--- src/rtl/eau_addr_byte_serializer_pkg.sv ---
// Shared external-address-unit package.
// Holds the address/data widths, the serializer state encoding, and the
// byte-order selectors that the data-to-address loader also uses.
package eau_addr_byte_serializer_pkg;

   localparam int EAU_AW = 16;
   localparam int EAU_DW = 8;

   typedef enum logic [1:0] {
      EAU_IDLE   = 2'd0,
      EAU_FIRST  = 2'd1,
      EAU_SECOND = 2'd2
   } eau_state_t;

   localparam bit EAU_LOW_FIRST  = 1'b1;
   localparam bit EAU_HIGH_FIRST = 1'b0;

endpackage

--- src/rtl/eau_addr_byte_serializer_reg.sv ---
// Reset-capable load-enable register primitive.
// Ports:
//   clk  - rising-edge clock
//   rst  - asynchronous active-high reset, clears q to 0
//   en   - load enable
//   d    - data in
//   q    - registered data out
module eau_addr_byte_serializer_reg #(
   parameter int W = 8
) (
   input  logic         clk,
   input  logic         rst,
   input  logic         en,
   input  logic [W-1:0] d,
   output logic [W-1:0] q
);

   always_ff @(posedge clk or posedge rst) begin
      if (rst)
         q <= '0;
      else if (en)
         q <= d;
   end

endmodule

--- src/rtl/eau_addr_byte_serializer.sv ---
// Address-to-data serializer of the external address unit.
// Captures an AW-bit address and presents it on the DW-bit data bus as two
// beats with a valid/ready handshake. Back-to-back words run at 2 cycles/word.
// Ports:
//   clk      - rising-edge clock
//   rst      - asynchronous active-high reset
//   a        - address word to serialize
//   ai       - capture request, taken when a_ready is high
//   a_ready  - serializer can accept a this cycle
//   d        - byte being driven
//   d_oe     - data output enable for the external tristate
//              (the natural name "do" is a reserved word)
//   d_valid  - d holds a valid byte
//   d_ready  - consumer accepts the byte
//   d_hi     - current byte is the high byte
//   d_last   - current byte is the last of the word
//   busy     - serializer is not idle
//
// state      | meaning
// EAU_IDLE   | no word held, ready to capture
// EAU_FIRST  | presenting first byte of q
// EAU_SECOND | presenting second (last) byte of q, may capture next word
module eau_addr_byte_serializer
   import eau_addr_byte_serializer_pkg::*;
#(
   parameter int AW        = EAU_AW,
   parameter int DW        = EAU_DW,
   parameter bit LOW_FIRST = EAU_LOW_FIRST
) (
   input  logic          clk,
   input  logic          rst,
   input  logic [AW-1:0] a,
   input  logic          ai,
   output logic          a_ready,
   output logic [DW-1:0] d,
   output logic          d_oe,
   output logic          d_valid,
   input  logic          d_ready,
   output logic          d_hi,
   output logic          d_last,
   output logic          busy
);

   if (AW != 2 * DW) begin : g_bad_width
      $error("eau_addr_byte_serializer: AW must equal 2*DW");
   end

   eau_state_t    state_q, state_d;
   logic [AW-1:0] q;
   logic [DW-1:0] byte_lo, byte_hi;
   logic          capture;

   // Both halves share the load enable so a word is always taken whole.
   eau_addr_byte_serializer_reg #(.W(DW)) u_q_lo (
      .clk (clk),
      .rst (rst),
      .en  (capture),
      .d   (a[DW-1:0]),
      .q   (q[DW-1:0])
   );

   eau_addr_byte_serializer_reg #(.W(DW)) u_q_hi (
      .clk (clk),
      .rst (rst),
      .en  (capture),
      .d   (a[AW-1:DW]),
      .q   (q[AW-1:DW])
   );

   assign byte_lo = q[DW-1:0];
   assign byte_hi = q[AW-1:DW];
   assign capture = ai && a_ready;
   assign busy    = (state_q != EAU_IDLE);

   always_ff @(posedge clk or posedge rst) begin
      if (rst)
         state_q <= EAU_IDLE;
      else
         state_q <= state_d;
   end

   always_comb begin
      state_d = state_q;
      a_ready = 1'b0;
      d_valid = 1'b0;
      d_oe    = 1'b0;
      d       = '0;
      d_hi    = 1'b0;
      d_last  = 1'b0;
      case (state_q)
         EAU_IDLE: begin
            a_ready = 1'b1;
            if (ai)
               state_d = EAU_FIRST;
         end
         EAU_FIRST: begin
            d_valid = 1'b1;
            d_oe    = 1'b1;
            d       = LOW_FIRST ? byte_lo : byte_hi;
            d_hi    = !LOW_FIRST;
            if (d_ready)
               state_d = EAU_SECOND;
         end
         EAU_SECOND: begin
            d_valid = 1'b1;
            d_oe    = 1'b1;
            d       = LOW_FIRST ? byte_hi : byte_lo;
            d_hi    = LOW_FIRST;
            d_last  = 1'b1;
            // The final beat frees q, so a new word can land on the same edge.
            a_ready = d_ready;
            if (d_ready)
               state_d = ai ? EAU_FIRST : EAU_IDLE;
         end
         default: state_d = EAU_IDLE;
      endcase
   end

endmodule

--- config.mk ---
export PLATFORM = sky130hd
export DESIGN_NAME = eau_addr_byte_serializer
export DESIGN_NICKNAME = d
export VERILOG_FILES = /design/src/rtl/eau_addr_byte_serializer_pkg.sv /design/src/rtl/eau_addr_byte_serializer_reg.sv /design/src/rtl/eau_addr_byte_serializer.sv
export SDC_FILE = /design/constraint.sdc
export NUM_CORES = 1
export LEC_CHECK = 0
export CORE_ASPECT_RATIO = 1.75
export CORE_UTILIZATION = 45
export DETAILED_ROUTE_END_ITERATION = 10
export PLACE_DENSITY = 0.79
export SYNTH_ARGS = -nofsm -noshare
export SYNTH_HDL_FRONTEND = slang
export SYNTH_HIERARCHICAL = 1
export SYNTH_SLANG_ARGS = --single-unit
--- constraint.sdc ---
create_clock -name clk -period 1.67 [get_ports clk]
set_input_delay 0.334 -clock clk [delete_from_list [all_inputs] [get_ports clk]]
set_output_delay 0.334 -clock clk [all_outputs]
set_load 0.02 [all_outputs]
==> results_dict.tcl <==
set metrics [dict create \
    wl_mm 2.81 \
    h-tree-depth 1 \
    cts_root_buf "clkbuf_4" \
    hpwl_mm 1.70 \
    clk_path_buf_depth 2 \
    outcome "finished, violations left" \
    cp.required_ns 1.34 \
    end_kind "output port" \
    start_util_pct 48.6 \
    num_io_pins 34 \
    post_synth.cell_area_avg_um2 13.2 \
    syn_to_final_growth_pct 65.5 \
    critical_path.slowest_cell "dfrtp_1" \
    grt_max_degree 11 \
    use_met3_pct 5.41 \
    power.leakage_uw 0.000779 \
    critical_path_peak_fanout 5 \
    avgViaCountPerCell 5.15 \
    synth_top_cell_area_share_pct 43.7 \
    synth_top_area_cell "dfrtp_1" \
    yosysWarnings 6 \
    slowest_delay_ns 0.41 \
    first_iter_violations 18 \
    cap_viol_max_count 0 \
    skew_ns 0.00319 \
    postRouteAntennaNets 0 \
    ys_types 15 \
    die_height_um 65.3 \
    relSlewSlack_pct 77.8 \
    pre_cts_ws_ns -0.372 \
    vdd_ir_drop_max_mv 1.56 \
    worstSetupPathType "reg2out" \
    use_met2_pct 43.4 \
    gp_congestion 0.717 \
    port-buffer-count 33 \
    drv_slew 0 \
    use_met1_pct 27.5 \
    cts.sinks 18 \
    grt_pass1_wl_mm 4.22 \
    clock_latency_ns 0.31 \
    numCtsBuffers 3 \
    antenna_found_initial 0 \
    setup_slack_ns -0.185 \
    grt_pass1_vias 835 \
    grt_use_total_pct 25.6 \
    synth_nets 104 \
    drt_first_pass_iters 4 \
    rsz0062_at_grt "yes" \
    tightestPinTransition_ns 0.333 \
    fin_util_pct 80.5 \
    startpoint_type "flop" \
    dieArea_um2 2490 \
    cts_tree "done" \
    synth_area_leaders "dfrtp_1 (44%), mux2_4 (25%), ha_1 (7.3%)" \
    drc 0 \
    worst_ep_arrival_time_ns 1.52 \
    syn_inst 78 \
    path_common_cell "buf_6" \
    max_freq_ghz 0.539 \
    post_route_cells_drive_above_1_share_pct 64.1 \
    p_per_area_nw_per_um2 2050 \
    yosysSeqAreaShare_pct 43.7 \
    synth.ff_latch_count 18 \
    cts_hold_buf 0 \
    hold_viol 0 \
    worstPathCellList "inv_2, ha_4, buf_6, nor2b_4, buf_6" \
    post-route-period-util_pct 111 \
    min_path_type "in2async" \
    setup_viol 29 \
    fin_crit_ns 1.85 \
    violations "setup timing" \
    core_area_um2 2120 \
    syn-cell-area_um2 1030 \
    rows 22 \
    gr-max-usage-layer "met2" \
    cts.clk_slew.worst_paths_ns 0.11 \
    fin_nets 155 \
    vias 783 \
    die-width_um 38.2 \
    grt_remaining_overflow 0 \
    n_antenna_cell 0 \
    wl_per_cell_um 18.5 \
]
-- placed cells by master (no fill, tap or decap) --
cell type | synthesis | routed
buf_16 | 0 | 1
nor2b_2 | 0 | 4
clkbuf_8 | 0 | 1
and2_4 | 0 | 1
nor2b_4 | 0 | 4
dfrtp_1 | 18 | 18
ha_2 | 0 | 1
buf_2 | 0 | 1
nand2_4 | 0 | 2
ha_4 | 0 | 3
mux2_4 | 17 | 17
nor2_1 | 1 | 1
inv_2 | 0 | 3
clkbuf_4 | 0 | 3
ha_1 | 6 | 2
buf_12 | 0 | 1
buf_6 | 3 | 16
inv_1 | 7 | 4
o211ai_1 | 1 | 1
o22ai_2 | 1 | 1
nor2_4 | 1 | 1
a22oi_2 | 0 | 8
buf_4 | 3 | 14
o2bb2ai_1 | 1 | 1
clkdlybuf4s50_1 | 0 | 19
-- state kept, by name (all words and copies together), names as in the netlist --
| register | cells |
|---|---|
| state_q | 2 |
| u_q_hi/q | 8 |
| u_q_lo/q | 8 |
-- cells by family (layout without fill, tap and decap cells) --
| kind of cell | after synthesis | in the layout | share of synthesized area, % |
|---|---|---|---|
| AO/OA/AOI/OAI | 11 | 11 | 8.62 |
| adder cells (fa/ha/maj) | 6 | 6 | 7.28 |
| buffers and inverters | 13 | 63 | 8.01 |
| flip-flops | 18 | 18 | 43.7 |
| multiplexers | 17 | 17 | 24.8 |
| AND/OR/NAND/NOR | 13 | 13 | 7.65 |
-- metal layers --
metal / vias to the layer above / share of wire [%]
met5: - / 0
met4: 0 / 3.5
met3: 9 / 4.9
met2: 30 / 54
met1: 383 / 37
li1: 361 / -
-- cell usage after synthesis --
library cell,count
nor2_1,1
o211ai_1,1
dfrtp_1,18
inv_1,7
o22ai_2,1
and2_1,1
a22oi_1,8
o2bb2ai_1,1
nor2_4,1
ha_1,6
mux2_4,17
buf_4,3
nor2b_1,8
nand2_1,2
buf_6,3
-- timing repair --
item | 4_1_cts | 5_1_grt
gates cloned | 1 | 0
gates resized for setup | 107 | 5
pin swaps | 3 | 2
endpoints found under the setup margin | 30 | 30
buffers inserted | 3 | 3
-- power breakdown --
group	internal [µW]	switching [µW]
sequential	657	179
clock	133	148
combinational	1400	987
total	2190	1310
-- worst paths after layout --
path                              from          end  slack, ns  cells past startpoint
setup / recovery            state_q[1]         d[0]      -0.18                      5
hold / removal                     rst   state_q[1]       0.25                      2
setup reg to reg            state_q[0]  u_q_lo/q[1]      -0.06                      9
hold reg to reg            u_q_lo/q[3]  u_q_lo/q[3]       0.55                      1
max in group asynchronous          rst  u_q_hi/q[3]       1.07                      2
min in group clk           u_q_lo/q[3]  u_q_lo/q[3]       0.55                      1
-- metrics by stage --
step	cell area (µm²)	power, µW	instances	hold slack (ns)	setup TNS, ns
2_1_floorplan	1060	1980	78	0.0752	0
3_3_place_gp	1470	2580	142	0.499	-5.19
3_5_place_dp	1470	2620	142	0.501	-5.43
4_1_cts	1680	3400	150	0.250	-1.13
5_1_grt	1710	3670	152	0.270	-3.73
6_report	1710	3500	152	0.253	-2.47
-- critical path: cells and delay by family, from the launching register on --
family                   cells  cell delay, ns
adder cells (fa/ha/maj)      1            0.32
buffers and inverters        3            0.34
flip-flops                   1            0.41
AND/OR/NAND/NOR              1            0.14
-- layout make-up --
| type | count | area (µm²) |
|---|---|---|
| well taps | 24 | 30.0 |
| multi-input cells | 47 | 636 |
| repair buffers | 52 | 528 |
| fillers | 135 | 413 |
| clock buffers | 4 | 36.3 |
| inverters | 7 | 26.3 |
| flip-flops and latches | 18 | 450 |
Note: power is estimated with default switching activity, not from simulation.
